File: src/rtl/plcp_pkg.sv
// Shared definitions for the PLCP framer: state codes, field tags and rate table.
// Optional scrambling is selected with PLCP_FRAMER_SCRAMBLE_EN in plcp_framer.
package plcp_pkg;

    localparam logic [2:0] S_IDLE     = 3'd0;
    localparam logic [2:0] S_PREAMBLE = 3'd1;
    localparam logic [2:0] S_SIGNAL   = 3'd2;
    localparam logic [2:0] S_SERVICE  = 3'd3;
    localparam logic [2:0] S_PSDU     = 3'd4;
    localparam logic [2:0] S_TAIL     = 3'd5;
    localparam logic [2:0] S_PAD      = 3'd6;

    localparam logic [1:0] PH_PREAMBLE = 2'd0;
    localparam logic [1:0] PH_SIGNAL   = 2'd1;
    localparam logic [1:0] PH_DATA     = 2'd2;
    localparam logic [1:0] PH_IDLE     = 2'd3;

    localparam logic [3:0] RATE_6  = 4'b1101;
    localparam logic [3:0] RATE_9  = 4'b1111;
    localparam logic [3:0] RATE_12 = 4'b0101;
    localparam logic [3:0] RATE_18 = 4'b0111;
    localparam logic [3:0] RATE_24 = 4'b1001;
    localparam logic [3:0] RATE_36 = 4'b1011;
    localparam logic [3:0] RATE_48 = 4'b0001;
    localparam logic [3:0] RATE_54 = 4'b0011;

    localparam int SIGNAL_BITS  = 24;
    localparam int SERVICE_BITS = 16;
    localparam int TAIL_BITS    = 6;

    // Returns data bits per OFDM symbol; zero marks an illegal RATE code.
    function automatic logic [7:0] rate_ndbps(input logic [3:0] rate);
        logic [7:0] n;
        case (rate)
            RATE_6:  n = 8'd24;
            RATE_9:  n = 8'd36;
            RATE_12: n = 8'd48;
            RATE_18: n = 8'd72;
            RATE_24: n = 8'd96;
            RATE_36: n = 8'd144;
            RATE_48: n = 8'd192;
            RATE_54: n = 8'd216;
            default: n = 8'd0;
        endcase
        return n;
    endfunction

endpackage

File: src/rtl/plcp_scrambler.sv
// Frame-synchronous x^7+x^4+1 scrambler; reloads seed 7'h7F on load.
module plcp_scrambler (
    input  logic clk,
    input  logic rst,
    input  logic load,
    input  logic advance,
    output logic key
);

    logic [6:0] lfsr;

    assign key = lfsr[6] ^ lfsr[3];

    always_ff @(posedge clk or posedge rst) begin
        if (rst) begin
            lfsr <= 7'h7F;
        end else if (load) begin
            lfsr <= 7'h7F;
        end else if (advance) begin
            lfsr <= {lfsr[5:0], key};
        end
    end

endmodule

File: src/rtl/plcp_framer.sv
// Serial PLCP frame generator: preamble, SIGNAL, SERVICE, PSDU, tail and pad.
// Define PLCP_FRAMER_SCRAMBLE_EN to scramble data-field bits internally.
module plcp_framer
    import plcp_pkg::*;
#(
    parameter int          PREAMBLE_BITS    = 96,
    parameter logic [7:0]  PREAMBLE_PATTERN = 8'hAA,
    parameter int          LEN_W            = 12
) (
    input  logic             Clock,
    input  logic             Reset,
    input  logic             Start,
    input  logic [3:0]       Rate,
    input  logic [LEN_W-1:0] Length,
    input  logic             DataIn,
    input  logic             DataValid,
    output logic             DataReady,
    output logic             Output,
    output logic             OutValid,
    output logic [1:0]       Phase,
    output logic             Busy,
    output logic             Done,
    output logic             RateErr
);

    localparam int PW = LEN_W + 3;

    logic [2:0]       state;
    logic [3:0]       rate_q;
    logic [LEN_W-1:0] len_q;
    logic [7:0]       ndbps_q;
    logic [15:0]      cnt;
    logic [7:0]       sym;
    logic [PW-1:0]    psdu_cnt;
    logic             done_q;
    logic             rate_err_q;

    logic [7:0]    ndbps_in;
    logic [7:0]    sym_next;
    logic [PW-1:0] psdu_last;
    logic [23:0]   sig;
    logic [7:0]    pat;
    logic          raw;
    logic          pre_last;
    logic          sig_last;

    assign ndbps_in  = rate_ndbps(Rate);
    assign sym_next  = (sym == ndbps_q - 8'd1) ? 8'd0 : sym + 8'd1;
    assign psdu_last = {len_q, 3'b000} - PW'(1);
    assign pat       = PREAMBLE_PATTERN;
    assign pre_last  = (cnt == 16'(PREAMBLE_BITS - 1));
    assign sig_last  = (cnt == 16'(SIGNAL_BITS - 1));

    // sig[i] is the i-th SIGNAL bit on the wire.
    always_comb begin
        sig       = '0;
        sig[0]    = rate_q[3];
        sig[1]    = rate_q[2];
        sig[2]    = rate_q[1];
        sig[3]    = rate_q[0];
        sig[16:5] = 12'(len_q);
        sig[17]   = ^sig[16:0];
    end

    always_comb begin
        raw      = 1'b0;
        OutValid = 1'b0;
        Phase    = PH_DATA;
        case (state)
            S_PREAMBLE: begin
                raw      = pat[~cnt[2:0]];
                OutValid = 1'b1;
                Phase    = PH_PREAMBLE;
            end
            S_SIGNAL: begin
                raw      = sig[cnt[4:0]];
                OutValid = 1'b1;
                Phase    = PH_SIGNAL;
            end
            S_PSDU: begin
                raw      = DataIn;
                OutValid = DataValid;
            end
            S_SERVICE, S_TAIL, S_PAD: begin
                OutValid = 1'b1;
            end
            default: begin
                Phase = PH_IDLE;
            end
        endcase
    end

`ifdef PLCP_FRAMER_SCRAMBLE_EN
    logic key;

    plcp_scrambler u_scrambler (
        .clk     (Clock),
        .rst     (Reset),
        .load    (state == S_SIGNAL && sig_last),
        .advance (OutValid && Phase == PH_DATA),
        .key     (key)
    );

    assign Output = (state == S_TAIL) ? 1'b0
                  : (raw ^ (key && Phase == PH_DATA)) && OutValid;
`else
    assign Output = raw && OutValid;
`endif

    assign DataReady = (state == S_PSDU);
    assign Busy      = (state != S_IDLE);
    assign Done      = done_q;
    assign RateErr   = rate_err_q;

    always_ff @(posedge Clock or posedge Reset) begin
        if (Reset) begin
            state      <= S_IDLE;
            rate_q     <= '0;
            len_q      <= '0;
            ndbps_q    <= '0;
            cnt        <= '0;
            sym        <= '0;
            psdu_cnt   <= '0;
            done_q     <= 1'b0;
            rate_err_q <= 1'b0;
        end else begin
            done_q     <= 1'b0;
            rate_err_q <= 1'b0;
            case (state)
                S_IDLE: begin
                    if (Start) begin
                        if (ndbps_in != 8'd0) begin
                            state    <= S_PREAMBLE;
                            rate_q   <= Rate;
                            len_q    <= Length;
                            ndbps_q  <= ndbps_in;
                            cnt      <= '0;
                            sym      <= '0;
                            psdu_cnt <= '0;
                        end else begin
                            rate_err_q <= 1'b1;
                        end
                    end
                end
                S_PREAMBLE: begin
                    if (pre_last) begin
                        state <= S_SIGNAL;
                        cnt   <= '0;
                    end else begin
                        cnt <= cnt + 16'd1;
                    end
                end
                S_SIGNAL: begin
                    if (sig_last) begin
                        state <= S_SERVICE;
                        cnt   <= '0;
                        sym   <= '0;
                    end else begin
                        cnt <= cnt + 16'd1;
                    end
                end
                S_SERVICE: begin
                    sym <= sym_next;
                    if (cnt == 16'(SERVICE_BITS - 1)) begin
                        cnt   <= '0;
                        state <= (len_q == '0) ? S_TAIL : S_PSDU;
                    end else begin
                        cnt <= cnt + 16'd1;
                    end
                end
                S_PSDU: begin
                    if (DataValid) begin
                        sym <= sym_next;
                        if (psdu_cnt == psdu_last) begin
                            state    <= S_TAIL;
                            psdu_cnt <= '0;
                        end else begin
                            psdu_cnt <= psdu_cnt + PW'(1);
                        end
                    end
                end
                S_TAIL: begin
                    sym <= sym_next;
                    if (cnt == 16'(TAIL_BITS - 1)) begin
                        cnt <= '0;
                        if (sym_next == 8'd0) begin
                            state  <= S_IDLE;
                            done_q <= 1'b1;
                        end else begin
                            state <= S_PAD;
                        end
                    end else begin
                        cnt <= cnt + 16'd1;
                    end
                end
                S_PAD: begin
                    sym <= sym_next;
                    if (sym_next == 8'd0) begin
                        state  <= S_IDLE;
                        done_q <= 1'b1;
                    end
                end
                default: begin
                    state <= S_IDLE;
                end
            endcase
        end
    end

endmodule

File: config.mk
export PLATFORM = sky130hd
export DESIGN_NAME = plcp_framer
export DESIGN_NICKNAME = d
export VERILOG_FILES = /design/src/rtl/plcp_pkg.sv /design/src/rtl/plcp_scrambler.sv /design/src/rtl/plcp_framer.sv
export SDC_FILE = /design/constraint.sdc
export NUM_CORES = 1
export LEC_CHECK = 0
export CAP_MARGIN = 5
export CORE_MARGIN = 10
export CORE_UTILIZATION = 35
export DETAILED_ROUTE_END_ITERATION = 7
export PLACE_DENSITY = 0.57
export SLEW_MARGIN = 15
export SYNTH_ARGS = -nofsm -noshare
export SYNTH_HDL_FRONTEND = slang
export SYNTH_HIERARCHICAL = 1
export SYNTH_SLANG_ARGS = --single-unit
File: constraint.sdc
create_clock -name Clock -period 2.2 [get_ports Clock]
set_input_delay 0.33 -clock Clock [delete_from_list [all_inputs] [get_ports Clock]]
set_output_delay 0.33 -clock Clock [all_outputs]
set_load 0.01 [all_outputs]
==> key figures, run 1 <==
Setup path
  • Start point of the critical path: len_q[4]
  • Worst endpoint data arrival time: 2330 ps
  • Slowest CP cell: dfrtp_1
  • Required @ worst endpoint: approximately 1900 ps
  • Peak fanout along the critical path: 2
  • Reg-to-reg slack, setup: -30 ps
  • Reg2reg start: len_q[4]
  • Buf/Inv on CP: 2
  • Kind of critical path: reg2out
  • CP max stage delay: 360 ps
  • R2r endpoint: psdu_cnt[9]
  • Worst setup EP type: output pin
  • Startpoint Class: register
  • Cell Chain, Critical Path: inv_2 > ha_4 > xor2_4 > xnor3_1 > xnor2_2 > a21oi_1 > a31oi_1 > a31oi_2 > buf_2
  • Worst r2r path cells: 9
  • Family with the most delay on the worst path: XOR/XNOR gates

Status
  • Outcome: finished with violations
  • Failing checks: setup timing

CTS
  • Num CTS Buffers: 9
  • Max Buffers Root-to-Sink: 2
  • CTS tree: done
  • Clock input transition at the sequential cells of the worst setup and hold paths: 60 ps
  • Clk_lat worst skew: 350 ps
  • # hold bufs at CTS: 0
  • # clock sinks: 66
  • Htree depth: 3
  • CTS Root Buffer Type: clkbuf_16

Logic synthesis
  • Synth Area in Simple Gates: 22.1%
  • Sequential share of the synthesized area: 37.6%
  • Synth top cells by count: 67 x nand2_1, 66 x dfrtp_1, 32 x xnor2_1
  • Adder-cell share of the synthesized area: under 10%
  • Largest family of logic cells by synthesized area: simple AND/OR/NAND/NOR gates
  • Compound-Gate Fraction of Synth Area: 16.9%
  • Post-synthesis instance area: 4390 um2
  • Mux contribution to synthesized area: 3.34%
  • Synth Area in XOR/XNOR: around 11%
  • Synth Register Bits: between 60 and 70
  • Syn avg cell area: 9.13 um2
  • Largest cells by area after synthesis: dfrtp_1 38%, xnor2_1 6.4%, nand2_1 5.7%, xor2_1 3.8%, ha_1 3.7%
  • Synth area leader: dfrtp_1
  • Synthesized net count: 515
  • Post-synth top flop: dfrtp_1
  • Yosys cell types: 70
  • Synth top area share: a little under two fifths
  • Post-synth ARST share: 100%
  • Most frequent cell after synthesis: nand2_1
  • Post-synth EDFFs: 0
  • Gate Count Post-Synth: ~480
  • Yosys warnings: 6

Routing
  • Vias: 3,895
  • DR top layer: met4
  • DRC: 0
  • Met3 wire length: 278 um
  • Initial DRC count: 221
  • Final wirelength: 11,800 um
  • Vias per cell: slightly above 5
  • Routed Antenna Nets: 0
  • First-pass DRT Iterations: 4
  • Wl on met1: 5520 um
  • Routed met2 length: 5670 um
  • Avg WL per Cell: 15.5 um

Global route
  • Largest net degree at the start of global routing: 29
  • Number of global-route vias before repair: 3,864
  • First-pass GRT wire length: 19,300 um
  • Initial antenna violation count: 0
  • All-layer global routing usage: 13.4%
  • Remaining Overflow, GRT: 0

STA
  • Fin. Hold Viols: 0
  • Post-layout min period: about 2700 ps
  • Max Fclk: 376 MHz
  • Final Max Tran Viols: 0
  • RSZ-0062 raised after global routing: true
  • Final setup viols: 14
  • Final worst slack: -458 ps
  • Fin crit share: 121%
  • Slew at the pin closest to its max-slew limit: between 500 and 600 ps
  • Slew headroom: between 60 and 70%
  • Clk_skew: approximately 6.7 ps

Flow run
  • Max-Cap Viols: 0

Placed design
  • Final HPWL from detailed placement: 8610 um
  • Area after DPL: 5360 um2
  • Post-place setup slack: -697 ps
  • I/O Buffers: 28
  • Routability Congestion: roughly 0.82

Die
  • Core area: 12,200 um2
  • Num rows: 40
  • # IOs: 29
  • Initial cell density of the core: a little over a third
  • Die Wd: approximately 130 um
  • Die area: 17,400 um2
  • Die Y: roughly 130 um

Final layout
  • Share of layout cells above drive strength 1: 27.4%
  • Synthesis-to-layout area growth: 37.5%
  • Multi-input gate area: between 2000 and 3000 um2
  • Final Cell Area: just over 6000 um2
  • Inserted Diodes: 0
  • Layout net count: 624
  • Reg area: 1660 um2
  • Fill count: 1,129

Worst hold path
  • Hold Crit Class: in2async

Power
  • Leak: between 2 and 3 nW
  • Max VDD drop: around 0.72 mV
  • Power density relative to cell area: 1440 nW/um2
-- sequential cells by signal, summed over array words and instances, names as in the netlist --
| register | count |
|---|---|
| Done | 1 |
| RateErr | 1 |
| cnt | 16 |
| len_q | 12 |
| ndbps_q | 6 |
| psdu_cnt | 15 |
| rate_q | 4 |
| state | 3 |
| sym | 8 |
-- metal layers --
layer / GRT usage (%) / vias to the layer above
met5: 0 / -
met4: 6.80 / 0
met3: 2.25 / 20
met2: 21.6 / 54
met1: 16.9 / 1876
li1: - / 1945
-- worst max path at each step --
| stage | endpoint | slack (ps) | cells after the start |
|---|---|---|---|
| after floorplan | Output | 2 | 8 |
| after global placement | Output | -640 | 9 |
| after detailed placement | Output | -700 | 8 |
| after CTS | Output | -520 | 9 |
| after global routing | Output | -590 | 9 |
| final | Output | -460 | 9 |
-- cells in the final DEF, fill, tap and decap left out, drive strengths merged, types with 7 or more instances in the layout --
cell / Yosys / final
clkdlybuf4s50: 0 / 23
ha: 13 / 13
nor2: 26 / 26
inv: 18 / 19
o21ai: 31 / 31
nand2: 67 / 67
xor2: 19 / 19
xnor2: 32 / 32
nand4: 14 / 14
a31oi: 11 / 11
nor3: 9 / 9
clkbuf: 10 / 9
nand3: 22 / 22
nand2b: 9 / 9
buf: 12 / 94
o31ai: 7 / 7
and3: 8 / 8
dfrtp: 66 / 66
a21oi: 27 / 27
-- repair_timing --
| item | CTS | global route |
|---|---|---|
| endpoints found under the setup margin | 26 | 38 |
| setup buffers | 5 | 7 |
| resized for setup | 39 | 20 |
| gates cloned | 1 | 1 |
| pin swaps | 14 | 8 |
-- stage by stage --
stage                     utilization (%)  std cells  TNS (ps)  hold WS [ps]  total power [W]
after detailed placement             44.0        734     -3630           510          0.00623
after global routing                 49.6        763     -2340           399          0.00933
after CTS                            48.4        756      -578           364          0.00850
final                                49.6        763      -705           356          0.00870
after global placement               44.0        734     -3640           508          0.00613
after floorplan                         -        481         0           435          0.00464
-- cell families (layout without fill, tap and decap cells) --
family | after synthesis | count (layout)
and+or+nand+nor | 188 | 188
AOI/OAI and AO/OA | 110 | 110
DFF | 66 | 66
xor gates and xnor gates | 53 | 53
buffers and inverters | 42 | 156
adders and majority gates | 13 | 13
muxes | 9 | 9
-- area by class of cell --
cell class / count / share of cell area (%)
Clock inverter: 7 / 1.93
Timing Repair Buffer: 121 / 16.8
Tap cell: 168 / 3.48
Multi-Input combinational cell: 373 / 45.4
Inverter: 19 / 1.22
Clock buffer: 9 / 3.73
Sequential cell: 66 / 27.4
-- power by group --
| part | leakage, nW | internal (W) | total (W) | switching, W |
|---|---|---|---|---|
| clock | 0.166 | 0.00111 | 0.00168 | 0.000570 |
| combinational | 1.56 | 0.00261 | 0.00509 | 0.00247 |
| sequential | 0.857 | 0.00157 | 0.00194 | 0.000363 |
| total | 2.58 | 0.00529 | 0.00870 | 0.00341 |
(Power assumes the default switching activity.)
==> run 2: changes to the inputs <==
--- a/config.mk
+++ b/config.mk
@@ -6,10 +6,9 @@
 export NUM_CORES = 1
 export LEC_CHECK = 0
 export CAP_MARGIN = 5
-export CORE_MARGIN = 10
-export CORE_UTILIZATION = 35
+export CORE_UTILIZATION = 54
 export DETAILED_ROUTE_END_ITERATION = 7
-export PLACE_DENSITY = 0.57
+export PLACE_DENSITY = 0.8
 export SLEW_MARGIN = 15
 export SYNTH_ARGS = -nofsm -noshare
 export SYNTH_HDL_FRONTEND = slang
==> key figures, run 2 (same netlist as run 1, synthesis figures left out) <==
Power
  • Leak: 2.45 nW (was 2.58 nW)
  • Clock network power share: 14.2% (was 19.3%)
  • Sequential power share: 23.8% (was 22.3%)
  • Sw Share: 42.8% (was 39.2%)
  • Total chip power: 0.00837 W (was 0.00870 W)
  • Power density relative to cell area: 1440 nW/um2 (about the same)
  • Comb pwr share: 62.0% (was 58.5%)
  • Int Pwr: 0.00478 W (was 0.00529 W)
  • Max VDD drop: 1.23 mV (was 0.721 mV)
  • Sw power: 0.00358 W (was 0.00341 W)

Routing
  • Initial DRC count: 316 (was 221)
  • Vias: 4,134 (was 3,895)
  • First-pass DRT Iterations: 5 (was 4)
  • Avg WL per Cell: 17.9 um (was 15.5 um)
  • Routed Antenna Nets: 0 (unchanged)
  • Final wirelength: 12,200 um (was 11,800 um)
  • Vias per cell: 6.06 (was 5.10)
  • DRC: 0 (unchanged)

Global route
  • First-pass GRT wire length: 18,800 um (was 19,300 um)
  • Initial antenna violation count: 0 (unchanged)
  • Remaining Overflow, GRT: 0 (unchanged)
  • Number of global-route vias before repair: 3,886 (was 3,864)
  • Largest net degree at the start of global routing: 29 (unchanged)
  • All-layer global routing usage: 28.3% (was 13.4%)

STA
  • Slew at the pin closest to its max-slew limit: 525 ps (was 530 ps)
  • Final Max Tran Viols: 0 (unchanged)
  • Setup tns final: -898 ps (was -705 ps)
  • Post-layout min period: 2840 ps (was 2660 ps)
  • Max Fclk: 352 MHz (was 376 MHz)
  • Fin. Hold Viols: 0 (unchanged)
  • RSZ-0062 raised after global routing: true (unchanged)
  • Final setup viols: 19 (was 14)
  • Final worst slack: -644 ps (was -458 ps)
  • Fin crit share: 129% (was 121%)
  • Clk_skew: 14.0 ps (was 6.67 ps)
  • Slew headroom: 64.8% (was 64.6%)

Die
  • Die Y: 92.2 um (was 132 um)
  • # IOs: 29 (unchanged)
  • Core area: 7810 um2 (was 12,200 um2)
  • Die Wd: 92.2 um (was 132 um)
  • Num rows: 32 (was 40)
  • Die area: 8490 um2 (was 17,400 um2)
  • Initial cell density of the core: 56.2% (was 36.1%)

Final layout
  • Inserted Diodes: 0 (unchanged)
  • Most frequent cells in the layout: 69 x buf_4, 67 x nand2_1, 60 x dfrtp_1, 28 x xnor2_1, 25 x o21ai_0 (was 86 x buf_4, 67 x nand2_1, 63 x dfrtp_1, 30 x xnor2_1, 27 x o21ai_0)
  • Max reg flops: 16 (unchanged)
  • Top reg by flops: cnt (unchanged)
  • Largest regs: cnt x16, psdu_cnt x15, len_q x12 (unchanged)
  • Layout net count: 609 (was 624)
  • Synthesis-to-layout area growth: 32.1% (was 37.5%)
  • Post-layout util: 74.3% (was 49.6%)
  • Share of layout cells above drive strength 1: 28.6% (was 27.4%)
  • Final Cell Area: 5800 um2 (was 6030 um2)
  • Commonest non-fill, non-tap cell in the layout: buf_4 (unchanged)

Setup path
  • Kind of critical path: reg2out (unchanged)
  • Reg2reg start: cnt[1] (was len_q[4])
  • Reg-to-reg slack, setup: -30 ps (about the same)
  • R2r endpoint: cnt[5] (was psdu_cnt[9])
  • Startpoint Class: register (unchanged)
  • Worst r2r path cells: 11 (was 9)
  • Worst setup EP type: output pin (unchanged)
  • Worst endpoint data arrival time: 2510 ps (was 2330 ps)
  • Required @ worst endpoint: 1870 ps (about the same)
  • Start point of the critical path: len_q[7] (was len_q[4])
  • CP endpoint: Output (unchanged)
  • Peak fanout along the critical path: 2 (unchanged)

Worst hold path
  • Hold Crit Class: in2async (unchanged)

Status
  • Failing checks: setup timing (unchanged)
  • Outcome: finished with violations (unchanged)

Flow run
  • Max-Cap Viols: 0 (unchanged)

CTS
  • Clock input transition at the sequential cells of the worst setup and hold paths: 80 ps (was 60 ps)
  • Htree depth: 3 (unchanged)
  • Num CTS Buffers: 9 (unchanged)
  • CTS tree: done (unchanged)
  • # hold bufs at CTS: 0 (unchanged)
  • Max Buffers Root-to-Sink: 2 (unchanged)
  • CTS Root Buffer Type: clkbuf_8 (was clkbuf_16)
  • # clock sinks: 66 (unchanged)
  • Clk_lat worst skew: 370 ps (was 350 ps)

Placed design
  • Final HPWL from detailed placement: 7960 um (was 8610 um)
  • I/O Buffers: 28 (unchanged)
  • Routability Congestion: 0.888 (was 0.816)
  • Area after DPL: 5180 um2 (was 5360 um2)
run 2: cell types whose count changed in the layout (fill, tap and decap cells not counted), sizes merged:
cell | previous run | this run
buf | 94 | 79
bufinv | 3 | 2
clkdlybuf4s50 | 23 | 24
clkinv | 3 | 1
clkinvlp | 1 | 2
dlymetal6s2s | 2 | 1
inv | 19 | 21
run 2: repair_timing:
action                                  in CTS  in global routing
setup buffers                                1                  7
endpoints found under the setup margin      28                 41
gates cloned                                 0                  1
pin swaps                                    9                 22
gates resized for setup                     24                 57
run 2: worst min-delay path by stage:
stage                 endpoint       start  slack [ps]  cells past startpoint
floorplan            len_q[11]  Length[11]         440                      2
global placement     rate_q[0]   rate_q[0]         500                      1
global route        ndbps_q[6]       Reset         180                      2
detailed placement   rate_q[0]   rate_q[0]         500                      1
finish              ndbps_q[6]       Reset         170                      2
CTS                 ndbps_q[6]       Reset         190                      2
run 2: layer usage:
layer,up-vias,wire [um],GRT usage (%)
met5,-,0,0
met4,0,354,10.5
li1,1920,-,-
met3,30,701,5.56
met2,159,6250,47.8
met1,2025,4880,35.9
run 2: power groups by stage:
| stage | registers (W) | logic (W) | clock network, W |
|---|---|---|---|
| final | 0.00199 | 0.00518 | 0.00119 |
| after global routing | 0.00205 | 0.00552 | 0.00125 |
| after CTS | 0.00194 | 0.00450 | 0.00119 |
| after detailed placement | 0.00196 | 0.00416 | 0 |
| after global placement | 0.00194 | 0.00397 | 0 |
| after floorplan | 0.00191 | 0.00273 | 0 |
run 2: critical path, cell delays in order, from the launching register on:
cell and delay, ps:
dfrtp_1 370, inv_1 80, ha_1 330, xnor2_2 150, xnor3_1 380, xnor2_2 240, a21oi_1 100, a31oi_1 180
a31oi_1 140, buf_2 170
run 2: stage by stage:
step / setup WS, ps / cells / hold slack, ps
2_1_floorplan: 2.01 / 481 / 435
3_3_place_gp: -565 / 657 / 502
3_5_place_dp: -668 / 657 / 499
4_1_cts: -608 / 674 / 186
5_1_grt: -719 / 682 / 180
6_report: -644 / 682 / 169
run 2: area by class of cell:
class                      count  area (um2)
fill                         523        2010
tap                          102         128
timing repair buffer         106         897
sequential                    66        1660
clock buffer                   9         124
clock inverter                 7        98.8
inverter                      19        75.1
multi-input combinational    373        2820
